==> config.mk <==
export PLATFORM = sky130hd
export DESIGN_NAME = sda_to_par_rx
export DESIGN_NICKNAME = d
export VERILOG_FILES = /design/src/rtl/sda_rx_pkg.sv /design/src/rtl/sda_to_par_rx_sync_edge.sv /design/src/rtl/sda_to_par_rx.sv
export SDC_FILE = /design/constraint.sdc
export NUM_CORES = 1
export LEC_CHECK = 0
export BUFFER_PORTS_ARGS = -buffer_cell sky130_fd_sc_hd__buf_2
export CORE_ASPECT_RATIO = 1.25
export CORE_MARGIN = 5
export CORE_UTILIZATION = 50
export CTS_CLUSTER_SIZE = 25
export DETAILED_ROUTE_END_ITERATION = 10
export PLACE_DENSITY = 0.7
export SYNTH_ARGS = -nofsm -noshare
export SYNTH_HDL_FRONTEND = slang
export SYNTH_HIERARCHICAL = 1
export SYNTH_SLANG_ARGS = --single-unit
==> constraint.sdc <==
create_clock -name sclk -period 3.15 [get_ports sclk]
set_input_delay 0.315 -clock sclk [delete_from_list [all_inputs] [get_ports sclk]]
set_output_delay 0.315 -clock sclk [all_outputs]
set_load 0.03 [all_outputs]
==> src/rtl/sda_rx_pkg.sv <==
// sda_rx_pkg
//   Shared types and defaults for the scl/sda serial receiver.
//   - rx_state_e       : receiver FSM states
//   - DEF_WIDTH        : default data bits per frame
//   - DEF_SYNC_STAGES  : default synchroniser depth on scl/sda
package sda_rx_pkg;

    localparam int DEF_WIDTH       = 4;
    localparam int DEF_SYNC_STAGES = 2;

    typedef enum logic [1:0] {
        IDLE      = 2'd0,
        SHIFT     = 2'd1,
        WAIT_STOP = 2'd2
    } rx_state_e;

endpackage

==> src/rtl/sda_to_par_rx_sync_edge.sv <==
// sync_edge
//   Multi-flop synchroniser for one asynchronous input, plus a one-cycle
//   delayed copy of the synchronised level for edge detection.
//   The chain resets to 1 so that an idle-high bus produces no edges out of reset.
// Ports
//   sclk   in   system clock
//   rst    in   synchronous active-high reset
//   d      in   asynchronous input
//   level  out  synchronised level (last chain stage)
//   prev   out  level as seen one sclk cycle earlier
module sync_edge #(
    parameter int STAGES = 2
) (
    input  logic sclk,
    input  logic rst,
    input  logic d,
    output logic level,
    output logic prev
);

    logic [STAGES-1:0] chain;

    always_ff @(posedge sclk) begin
        if (rst) begin
            chain <= '1;
            prev  <= 1'b1;
        end else begin
            chain <= {chain[STAGES-2:0], d};
            prev  <= chain[STAGES-1];
        end
    end

    assign level = chain[STAGES-1];

endmodule

==> src/rtl/sda_to_par_rx.sv <==
// sda_to_par_rx
//   Receiver for the scl/sda serial link: detects start, WIDTH data bits
//   (MSB first) and stop, then presents the word in parallel and as a
//   registered one-hot decode. scl/sda are oversampled on sclk.
// Ports
//   sclk       in   system clock
//   rst        in   synchronous active-high reset
//   scl        in   serial clock from link
//   sda        in   serial data from link
//   data       out  last good word, held until the next good frame
//   valid      out  1-cycle pulse when data/outhigh update
//   outhigh    out  one-hot of data, 2**WIDTH wide
//   busy       out  high while a frame is in progress
//   frame_err  out  1-cycle pulse on a malformed frame
module sda_to_par_rx
    import sda_rx_pkg::*;
#(
    parameter int WIDTH       = DEF_WIDTH,
    parameter int SYNC_STAGES = DEF_SYNC_STAGES
) (
    input  logic                  sclk,
    input  logic                  rst,
    input  logic                  scl,
    input  logic                  sda,
    output logic [WIDTH-1:0]      data,
    output logic                  valid,
    output logic [(2**WIDTH)-1:0] outhigh,
    output logic                  busy,
    output logic                  frame_err
);

    localparam int CW = $clog2(WIDTH + 1);
    localparam int OW = 2 ** WIDTH;

    logic scl_s, scl_p, sda_s, sda_p;

    sync_edge #(.STAGES(SYNC_STAGES)) u_scl_sync (
        .sclk  (sclk),
        .rst   (rst),
        .d     (scl),
        .level (scl_s),
        .prev  (scl_p)
    );

    sync_edge #(.STAGES(SYNC_STAGES)) u_sda_sync (
        .sclk  (sclk),
        .rst   (rst),
        .d     (sda),
        .level (sda_s),
        .prev  (sda_p)
    );

    // START/STOP need scl high on both samples, RISE needs scl low on the
    // previous one, so the three are mutually exclusive and a simultaneous
    // scl/sda change decodes as RISE only.
    logic ev_start, ev_stop, ev_rise;
    assign ev_start = scl_s & scl_p &  sda_p & ~sda_s;
    assign ev_stop  = scl_s & scl_p & ~sda_p &  sda_s;
    assign ev_rise  = scl_s & ~scl_p;

    rx_state_e        state_q, state_d;
    logic [WIDTH-1:0] shreg_q, shreg_d;
    logic [CW-1:0]    cnt_q, cnt_d;
    logic [WIDTH-1:0] data_d;
    logic [OW-1:0]    outhigh_d;
    logic             valid_d, ferr_d;

    always_ff @(posedge sclk) begin
        if (rst) begin
            state_q   <= IDLE;
            shreg_q   <= '0;
            cnt_q     <= '0;
            data      <= '0;
            outhigh   <= '0;
            valid     <= 1'b0;
            frame_err <= 1'b0;
        end else begin
            state_q   <= state_d;
            shreg_q   <= shreg_d;
            cnt_q     <= cnt_d;
            data      <= data_d;
            outhigh   <= outhigh_d;
            valid     <= valid_d;
            frame_err <= ferr_d;
        end
    end

    always_comb begin
        state_d   = state_q;
        shreg_d   = shreg_q;
        cnt_d     = cnt_q;
        data_d    = data;
        outhigh_d = outhigh;
        valid_d   = 1'b0;
        ferr_d    = 1'b0;

        unique case (state_q)
            IDLE: begin
                if (ev_start) begin
                    state_d = SHIFT;
                    cnt_d   = '0;
                    shreg_d = '0;
                end
            end
            SHIFT: begin
                if (ev_rise) begin
                    shreg_d = {shreg_q[WIDTH-2:0], sda_s};
                    // Last bit: park cnt at 0 so it never passes WIDTH-1.
                    if (cnt_q == CW'(WIDTH - 1)) begin
                        state_d = WAIT_STOP;
                        cnt_d   = '0;
                    end else begin
                        cnt_d   = cnt_q + 1'b1;
                    end
                end else if (ev_start) begin
                    // Repeated start restarts the word without error.
                    cnt_d   = '0;
                    shreg_d = '0;
                end else if (ev_stop) begin
                    ferr_d  = 1'b1;
                    state_d = IDLE;
                end
            end
            WAIT_STOP: begin
                // The trailing low bit's scl rise lands here and is ignored.
                if (ev_stop) begin
                    data_d            = shreg_q;
                    outhigh_d         = '0;
                    outhigh_d[shreg_q] = 1'b1;
                    valid_d           = 1'b1;
                    state_d           = IDLE;
                end else if (ev_start) begin
                    ferr_d  = 1'b1;
                    state_d = SHIFT;
                    cnt_d   = '0;
                    shreg_d = '0;
                end
            end
            default: state_d = IDLE;
        endcase
    end

    assign busy = (state_q != IDLE);

endmodule
# --- Yosys cells after proc, flatten, opt, wreduce, memory -nomap -nowiden ---
# Index checks and enable logic that the tools add are counted.
classes:
  muxes: 24
  add_sub_neg: 1
  n_bitwise: 10
  eq_ne: 7
  n_div: 0
  n_mul: 0
  magnitude_cmp: 2
  n_reduce_logical: 8
  shifts: 0
op_table:
  columns: ["op", "n"]
  rows:
  - ["two-way mux 2 bit", 6]
  - ["two-way mux 3 bit", 4]
  - ["two-way mux 4 bit", 3]
  - ["one-hot mux 4 bit (3 select lines)", 1]
  - ["inequality test 3 bit (second input constant)", 3]
  - ["one-hot mux 3 bit (3 select lines)", 1]
  - ["AND 1 bit", 6]
  - ["two-way mux 1 bit", 6]
  - ["one-hot mux 2 bit (3 select lines)", 1]
  - ["< comparator 4 x 5 -> 1 bit (second input constant)", 1]
  - ["demux 1 bit (select 4 bit)", 1]
  - ["greater-or-equal comparator 4 x 1 -> 1 bit (second input constant)", 1]
  - ["NOT 1 bit", 4]
  - ["AND reduction 2 bit", 2]
  - ["adder 3 x 1 -> 3 bit (second input constant)", 1]
  - ["equality test 3 x 2 -> 1 bit (second input constant)", 1]
  - ["AND reduction 3 bit", 1]
  - ["nonzero test 3 bit", 1]
  - ["equality test 2 x 1 -> 1 bit (second input constant)", 1]
  - ["equality test 2 bit (second input constant)", 1]
  - ["logical NOT 2 bit", 1]
  - ["inequality test 2 bit (second input constant)", 1]
  - ["one-hot mux 1 bit (2 select lines)", 1]
  - ["nonzero test 2 bit", 1]
  - ["other kinds (2)", 2]
word_totals:
  ramBits: 0
  input_bits: 4
  output_inout_bits: 23
  mem_count: 0
  elab_cells: 63
  latchBits: 0
  regBits: 37
  mem_bits_ro: 0

# --- Logic depth before layout (Yosys ltp) ---
# Gate-level depths: netlist of the first run.
logic_depth:
  ltp_word: 7
  mapped_depth: 7
  depth_no_buf: 6

# --- Modules after synthesis ---
# The synthesis of the first run kept the hierarchy.
modules_own_cells:
  columns: ["module", "n_inst", "area_each_um2", "seq_area_each_um2", "cells_per_inst"]
  rows:
  - ["sda_to_par_rx", 1, 1311.3, 620.6, 148]
  - ["sync_edge", 2, 78.8, 60.1, 6]

# --- Worst setup path after synthesis of the first run ---
# No wires, ideal clock.
synth_timing:
  kind: "register -> register"
  startpoint: "reg state_q[0]"
  endpoint: "reg data[0]"
  period_less_slack_ps: 1410
  stages_incl_launch_ff: 8
  path_slack_ps: 1740
  t_arrival_ps: 1282
  setup_ps: 128
  n_path_buf: 2
  required_ps: 3022
  cell_sequence: "dfxtp_1 inv_1 ha_1 nand2_4 buf_6 buf_2 mux2i_1 nor2_1"
synth_between:
  elab_chain_cells: 2
synth_lines:
  columns: ["item", "line", "rtl"]
  rows:
  - ["from (decl)", "sda_to_par_rx.sv:61", "rx_state_e state_q, state_d;"]
  - ["from (signal assigned)", "sda_to_par_rx.sv:78", "state_q <= state_d;"]
  - ["equality test 2 bit", "sda_to_par_rx.sv:97", "unique case (state_q)"]
  - ["AND reduction 2 bit (no source line)", null, null]
  - ["to (signal assigned)", "sda_to_par_rx.sv:81", "data <= data_d;"]
  - ["to (decl)", "sda_to_par_rx.sv:25", "output logic [WIDTH-1:0] data,"]
# No other way between the ends.
# A chain may end at the register's enable or synchronous reset.

# --- Worst setup path after layout of the first run ---
layout_timing:
  startpoint: "reg u_scl_sync.chain[1]"
  endpoint: "reg outhigh[3]"
layout_between:
  elab_chain_cells: 4
layout_lines:
  columns: ["item", "line", "rtl"]
  rows:
  - ["from (decl)", "sda_to_par_rx_sync_edge.sv:21", "logic [STAGES-1:0] chain;"]
  - ["from (signal assigned)", "sda_to_par_rx_sync_edge.sv:28", "chain <= {chain[STAGES-2:0], d};"]
  - ["AND 1 bit (3 in a row)", "sda_to_par_rx.sv:58", "assign ev_stop = scl_s & scl_p & ~sda_p & sda_s;"]
  - ["AND reduction 2 bit (no source line)", null, null]
  - ["to (signal assigned)", "sda_to_par_rx.sv:82", "outhigh <= outhigh_d;"]
  - ["to (decl)", "sda_to_par_rx.sv:27", "output logic [(2**WIDTH)-1:0] outhigh,"]
# No other way between the ends.

==> metrics, run 1 <==
antenna cells 0; row count 22; DRC viols 0; maximum root-to-sink buffer count 2; Total Wirelength between 2000 and 3000 um; Worst Path Required ~3400 ps; final setup vio count 0; HP Class input pin to flop; Max stage delay on crit path around 530 ps; vias per cell around 5.3; root buf cell clkbuf_4; setup_tns 0 ps; drt wl/cell between 10 and 15 um; first-pass GRT wire length around 4800 um; most frequent cells in the layout 37 x dfxtp_1, 26 x buf_2, 18 x nand2_1, 18 x a21oi_1, 14 x nor2_1; Port Buf Inserts 26; worst clock skew 9.79 ps; HPWL after DPL 1990 um; Seq/Total Area, Yosys 0.504; switching share of power 0.225; Clk network pwr share 0.366; Seq. cell area ~740 um^2; P_sw between 0.15 and 0.2 mW; RSZ-0062 raised after global routing no; GRT Total Usage 0.152; placed cells approximately 210; CP Buf/Inv Count 0; clock sinks 37; Crit-path slowest cell or4_1; pin count of the biggest net entering global routing 39; static leakage roughly 0.73 nW; 1st-iter DRT viols 30; CP startpoint kind flop; fraction of layout cells with a size suffix above 1 0.195; Max Cap Viol 0; H-tree depth 2; Syn Nets ~170; gpl congestion ~0.83; Layout area overhead 13.8%; DIE AREA about 4100 um^2; Yosys cell types 30; CTS clk-pin slew, worst paths 110 ps; CP top delay family simple AND/OR/NAND/NOR gates; latest clock arrival within the worst-skew pair between 300 and 400 ps; Critical Path End Type flop; Initial Utilization 0.508; Fin Hold WS 146 ps; Routed Antenna Nets 0; fin nets 193; FILL cells approximately 290; worst path cell trace and4b_4, nand2_4, or4_1, a21oi_1; non-filler cells, final 221; grt ovf 0; final hold vios 0; number of buffers created by CTS 5; synthesized netlist cell count 160; Worst VDD drop approximately 0.30 mV; vias about 1200; synthesized area 1470 um^2; Syn Area/Cell 9.18 um^2; CTS Hold Bufs 0; Die H just over 70 um; status completed; CTS tree done; worst endpoint data arrival time 1990 ps; core area around 2900 um^2; leading cell type in the layout, fill and taps excluded dfxtp_1; CP Class flop to flop; Post-CTS Setup Inserts 0; Final Cycle Share 0.543; vias in the first global route about 1100; synth warn 6; power per standard cell area roughly 470 nW/um^2; I/O pins 27; Internal 0.608 mW; Final min period 1710 ps; Pre-antenna DRT Iters 4; CTS resizes 0; Max-slew headroom 0.593; peak fanout along the critical path 36; Yosys reg bits 37; combinational power share 0.030; area occupied by multi-input gates roughly 670 um^2; Fmax approximately 600 MHz; sequential share of power 0.605; initial antenna violation count 0; Slew @ Worst Pin roughly 610 ps; max-slew violation count 0; DIE WIDTH just under 60 um
## state kept, by name, indices dropped and copies added (netlist names)
signal / count
outhigh: 16
valid: 1
u_scl_sync/prev: 1
u_sda_sync/prev: 1
state_q: 2
u_scl_sync/chain: 2
frame_err: 1
shreg_q: 4
cnt_q: 3
data: 4
u_sda_sync/chain: 2
## per-stage QoR
step | cell area, um^2 | utilization | total power, mW | worst slack (ps)
finish | 1670 | 0.578 | 0.784 | 1440
global route | 1670 | 0.578 | 0.811 | 1270
CTS | 1670 | 0.578 | 0.794 | 1450
detailed placement | 1600 | 0.554 | 0.508 | 1470
global placement | 1600 | 0.554 | 0.507 | 1560
floorplan | 1470 | - | 0.501 | 1740
## cells in the mapped netlist, drive strengths merged
library cell	instances	area share
o22ai	1	0.0043
a32oi	1	0.0060
ha	5	0.043
or4	6	0.031
nor4	1	0.0043
nand2b	5	0.021
and4b	1	0.0094
nand2	19	0.054
nand3b	1	0.0051
nand4b	1	0.0060
dfxtp	37	0.50
a21oi	18	0.061
inv	5	0.013
a31oi	1	0.0043
nor3b	2	0.010
o31ai	1	0.0051
or2	6	0.026
a21o	1	0.0051
mux2i	5	0.034
or3	9	0.038
clkbuf	7	0.018
buf	2	0.011
a22oi	7	0.036
nand4	1	0.0043
nor2b	1	0.0043
nor2	14	0.036
nand3	1	0.0034
nor3	1	0.0034
## final cells by class
| class | count | area share |
|---|---|---|
| flip-flops and latches | 37 | 0.443 |
| multi-input cells | 109 | 0.399 |
| repair buffers | 26 | 0.0778 |
| clock buffers | 7 | 0.0389 |
| well taps | 36 | 0.0269 |
| inverters | 5 | 0.0112 |
| clock inverters | 1 | 0.00299 |
## worst register-to-register path: stages, from the launching register on
cell and delay (ps):
dfxtp_1 430, and4b_4 300, nand2_4 210, or4_1 540
a21oi_1 170
## power groups by stage
stage	Clock [mW]	Combinational, mW	Sequential (mW)
floorplan	0	0.0169	0.484
finish	0.287	0.0231	0.474
detailed placement	0	0.0232	0.485
global placement	0	0.0225	0.485
global route	0.310	0.0262	0.475
CTS	0.296	0.0233	0.474
## per-layer routing
layer,vias to the layer above,global-route usage,part of all wire
li1,604,-,-
met1,544,0.161,0.42
met2,27,0.262,0.51
met3,7,0.0347,0.041
met4,0,0.101,0.028
met5,-,0,0
## logic make-up after synthesis
kind of cell,after synthesis,share of synthesized area
buffers and inverters,14,0.0417
AND/OR/NAND/NOR,69,0.256
flip-flops,37,0.504
multiplexers,5,0.0341
adder cells (fa/ha/maj),5,0.0426
AO/OA/AOI/OAI,30,0.122
## worst paths after layout
kind                        from             endpoint  slack [ps]  depth (start not counted)
max reg2reg  u_scl_sync/chain[1]           outhigh[3]        1440                          4
max          u_scl_sync/chain[1]           outhigh[3]        1440                          4
min                          scl  u_scl_sync/chain[0]         150                          2
min reg2reg  u_scl_sync/chain[0]  u_scl_sync/chain[1]         420                          1
Power figures use the tool's default switching activity.
==> run 2, diff against run 1 <==
- ABC_AREA: unset -> 1
- clock period: 3.15 -> 1.66 ns (I/O delays scaled with it)
==> run 2 against run 1 <==
  * Critical path depth is the same
  * Synthesized cell count is 15% higher
  * Final cell count rose by 14%
  * Critical path type is now flop to primary output
  * Via count up 8.2%
  * Synthesized area increased by 3.0%
  * Largest cell class unchanged
==> metrics, run 2 <==
DIE WIDTH 59.2 um; GR Util met2 0.295; FILL cells between 200 and 300; GRT busiest layer met2; Critical Path End Type primary output; R2R Setup Slk ~220 ps; HP Class input pin to flop; gpl congestion roughly 0.83; first-pass GRT wire length approximately 5300 um; Syn Nets roughly 190; CP Class flop to primary output; H-tree depth 2; Yosys reg bits 37; fin nets between 200 and 250; DIE AREA 4230 um^2; Max stage delay on crit path between 300 and 400 ps; hold_sp rst; GRT Total Usage 0.167; status completed; placed cells around 240; final worst slack around 210 ps; Final Util 0.593; pin count of the biggest net entering global routing 26; Pre-antenna DRT Iters 4; worst endpoint data arrival time about 1300 ps; Yosys cell types 23; synthesized area about 1500 um^2; count leader, synth nand2_1; CP startpoint kind flop; XOR/XNOR Fraction of Synth Area 0; Final Cycle Share 0.875; maximum root-to-sink buffer count 2; Crit-path slowest cell dfxtp_1; Top FF cell, synth dfxtp_1; vias per cell approximately 5.1; Max-slew headroom 0.699; drt wl/cell 12.5 um; I/O pins 27; reg2reg start state_q[1]; main combinational cell family by area after synthesis simple AND/OR/NAND/NOR gates; Yosys top cell by area dfxtp_1; GR Layer Usage met1 0.157; core area about 2900 um^2; synth warn 6; ranking of synthesized cells by area dfxtp_1 49%, nand2_1 9.7%, o21ai_1 5.6%; setup_tns 0 ps; Port Buf Inserts 26; mux cell area share after synthesis 0; Seq/Total Area, Yosys 0.490; Post-CTS Setup Inserts 0; Die H around 71 um; initial antenna violation count 0; CTS tree done; Routed Antenna Nets 0; CP dominant cell by count inv_1; worst clock skew about 8.2 ps; synthesized netlist cell count 184; CP top delay family flip-flops; root buf cell clkbuf_4; R2R depth 9; Hold Path Depth 3; leading cell type in the layout, fill and taps excluded nand2_1; Worst VDD drop ~0.53 mV; max reg flops 16; Synth Area in Compound Gates 0.112; Max Cap Viol 0; WP depth 4; final setup vio count 0; latest clock arrival within the worst-skew pair 340 ps; clock sinks 37; worst path cell trace inv_1, ha_1, inv_1, buf_2; Layout Cell Area excl Fill around 1700 um^2; worst-case hold path end point shreg_q[1]; EDFF count, synth 0; most frequent cells in the layout 39 x nand2_1, 37 x dfxtp_1, 26 x buf_2, 19 x inv_1, 17 x o21ai_1; Slew @ Worst Pin 451 ps; R2R Path End cnt_q[0]; Worst Path Required ~1500 ps; peak fanout along the critical path 3; largest registers outhigh x16, data x4, shreg_q x4; Final min period 1450 ps; Post-Synth Simple-Gate Area 0.266; vias 1279; Total Wirelength between 3000 and 4000 um; GR Util met3 0.0631; CTS resizes 0; Reg with most FFs outhigh; max-slew violation count 0; vias in the first global route 1275; Place WS 245 ps; number of buffers created by CTS 5; area share of the leading cell type in the synthesized netlist 0.490; Syn Area/Cell slightly above 8 um^2; final hold vios 0; row count 22; DRC viols 0; grt ovf 0; Post-synth ARST share 0; CP Buf/Inv Count 3; Layout area overhead 14.4%; CTS clk-pin slew, worst paths about 100 ps; 1st-iter DRT viols 50; non-filler cells, final between 200 and 300; RSZ-0062 raised after global routing no; Post-Synth Adder-Cell Area 0.0414; HPWL after DPL around 2400 um; Fmax 689 MHz; Synth top cells by count 39 x nand2_1, 37 x dfxtp_1, 19 x inv_1; fraction of layout cells with a size suffix above 1 0.251; power per standard cell area around 800 nW/um^2; dpl cell area 1670 um^2; CTS Hold Bufs 1; Initial Utilization 0.518; antenna cells 0; static leakage a little under 0.8 nW
## run 2: kinds of logic (layout without fill, tap and decap cells)
kind of cell,count (synthesis),after routing
simple gates,77,77
compound gates,34,34
flops,37,37
buf+inv,31,62
fa+ha+maj,5,5
## run 2: routing by layer
metal | share of wire | up-vias
met5 | 0 | -
met4 | 0.031 | 0
met3 | 0.060 | 11
met2 | 0.53 | 30
met1 | 0.38 | 585
li1 | - | 653
## run 2: worst max path at each step
stage,from,endpoint,slack [ps]
5_1_grt,state_q[1],state_q[0],60
2_1_floorplan,state_q[1],cnt_q[0],390
4_1_cts,state_q[0],busy,200
3_5_place_dp,state_q[1],cnt_q[0],240
6_report,state_q[0],busy,210
3_3_place_gp,state_q[1],cnt_q[2],320
## run 2: area by class of cell
| class | count | area, um^2 | area share |
|---|---|---|---|
| Timing Repair Buffer | 30 | 165 | 0.0954 |
| Clock buffer | 5 | 37.5 | 0.0217 |
| Inverter | 26 | 103 | 0.0593 |
| Clock inverter | 1 | 5.00 | 0.00289 |
| Sequential cell | 37 | 741 | 0.428 |
| Multi-Input combinational cell | 116 | 634 | 0.367 |
| Tap cell | 36 | 45.0 | 0.0260 |
## run 2: worst register-to-register path: stages, from the launching register on
cell and delay [ps]:
dfxtp_1 340, inv_1 100, ha_1 180, inv_1 70
nor2_2 160, inv_2 80, nand2_1 80, nand3_2 130
o21ai_1 160, nor2_1 50
## run 2: report_power, final
part / switching [mW] / internal (mW) / leakage, nW
Combinational: 0.0456 / 0.0207 / 0.450
Clock: 0.268 / 0.147 / 0.0269
Sequential: 0.00551 / 0.895 / 0.299
## run 2: metrics by stage
step / hold slack, ps / power [mW]
6_report: 210 / 1.38
3_5_place_dp: 345 / 0.984
4_1_cts: 10.3 / 1.39
2_1_floorplan: 256 / 0.965
5_1_grt: 194 / 1.46
3_3_place_gp: 344 / 0.980
==> run 3, diff against run 2 <==
- CORE_ASPECT_RATIO: 1.25 -> 0.7
==> run 3 against run 2 <==
  * Clock-buffer cell count up 1
  * Setup slack better by 4.3 ps
  * Routed wire length down 2.8%
  * Register-to-register slack about the same
  * Flip-flop and latch count unchanged
  * Combinational power down 10%
  * Final cell count down 0.40%
  * Via count down 4.0%
  * Global-route usage down 1.1 points
  * Critical endpoint is now cnt_q[0]
==> metrics, run 3 (synthesis gave the netlist of run 2 again) <==
first-pass GRT wire length 5220 um; CP dominant cell by count inv_1; vias in the first global route 1122; worst clock skew approximately 2.6 ps; root buf cell clkbuf_8; status completed; combinational power share 0.039; fraction of layout cells with a size suffix above 1 0.252; fin nets between 200 and 250; 1st-iter DRT viols 93; HP Class input pin to flop; setup_tns 0 ps; Worst Path Required around 1800 ps; Final Cycle Share 0.872; leading cell type in the layout, fill and taps excluded nand2_1; DRC viols 0; switching share of power 0.222; Max Cap Viol 0; grt ovf 0; pin count of the biggest net entering global routing 26; number of buffers created by CTS 5; HPWL after DPL 2290 um; drt wl/cell about 12 um; CTS resizes 0; CP top delay family simple AND/OR/NAND/NOR gates; Post-CTS Setup Inserts 0; RSZ-0062 raised after global routing no; sequential share of power 0.583; latest clock arrival within the worst-skew pair 280 ps; Initial Utilization 0.532; Port Buf Inserts 26; Slew @ Worst Pin about 440 ps; maximum root-to-sink buffer count 2; vias ~1200; I/O pins 27; Die H about 56 um; CP Class flop to flop; worst endpoint data arrival time about 1600 ps; Critical Path End Type flop; Final min period 1450 ps; core area 2840 um^2; max-slew violation count 0; CP startpoint kind flop; static leakage 0.781 nW; Total Wirelength between 3000 and 4000 um; final setup vio count 0; initial antenna violation count 0; CTS tree done; Clk network pwr share 0.379; GRT Total Usage 0.156; H-tree depth 2; Layout area overhead 15.2%; CP Buf/Inv Count 3; power per standard cell area approximately 890 nW/um^2; Routed Antenna Nets 0; antenna cells 0; worst path cell trace inv_1, ha_1, inv_1, nor2_2, inv_2, nand2_1, nand3_2, o21ai_1, nor2_1; gpl congestion approximately 0.88; final hold vios 0; Max-slew headroom 0.706; DIE WIDTH roughly 76 um; Reg with most FFs outhigh; clock sinks 37; Pre-antenna DRT Iters 4; most frequent cells in the layout 39 x nand2_1, 37 x dfxtp_1, 26 x buf_2, 19 x inv_1, 17 x o21ai_1; Fin Hold WS 61.1 ps; CTS clk-pin slew, worst paths 70 ps; Worst VDD drop 0.563 mV; Internal about 1.2 mW; peak fanout along the critical path 7; Crit-path slowest cell dfxtp_1; vias per cell a little under 5; max reg flops 16; largest registers outhigh x16, data x4, shreg_q x4; DIE AREA roughly 4200 um^2; P_sw approximately 0.34 mW; row count 16; CTS Hold Bufs 0; Fmax between 600 and 700 MHz; Max stage delay on crit path 340 ps
-- run 3: area by class of cell --
cell class              instances  area, um^2
fillers                       265        1100
flip-flops and latches         37         741
multi-input cells             116         634
repair buffers                 27         138
inverters                      26         103
clock buffers                   6        72.6
well taps                      36        45.0
clock inverters                 2        10.0
-- run 3: through the flow --
step / utilization / instance area, um^2 / std cells / worst slack, ps / total power, mW
2_1_floorplan: - / 1510 / 184 / 387 / 0.965
3_3_place_gp: 0.584 / 1660 / 242 / 269 / 0.979
3_5_place_dp: 0.584 / 1660 / 242 / 251 / 0.980
4_1_cts: 0.613 / 1740 / 250 / 232 / 1.56
5_1_grt: 0.613 / 1740 / 250 / 39.0 / 1.61
6_report: 0.613 / 1740 / 250 / 212 / 1.54
-- run 3: metal layers --
layer | share of wire | global-route usage
met2 | 0.38 | 0.204
met1 | 0.53 | 0.248
met3 | 0.085 | 0.0523
met5 | 0 | 0
met4 | 0.0043 | 0.0224
-- run 3: worst paths after layout --
check | startpoint | end | depth (start not counted) | slack (ps)
worst max-delay path | state_q[1] | cnt_q[0] | 9 | 210
worst min-delay path | scl | u_scl_sync/chain[0] | 3 | 60
worst min register to register | u_scl_sync/chain[0] | u_scl_sync/chain[1] | 2 | 410
worst max register to register | state_q[1] | cnt_q[0] | 9 | 210
-- run 3: power by group through the flow --
stage / clock network [mW] / logic, mW / registers [mW]
2_1_floorplan: 0 / 0.0460 / 0.919
3_3_place_gp: 0 / 0.0584 / 0.920
3_5_place_dp: 0 / 0.0592 / 0.920
4_1_cts: 0.599 / 0.0595 / 0.900
5_1_grt: 0.643 / 0.0677 / 0.900
6_report: 0.585 / 0.0597 / 0.900
-- run 3: tightest hold or removal path, cell delays in order --
cell and delay [ps]:
buf_2 70, inv_1 30, nand2_2 40
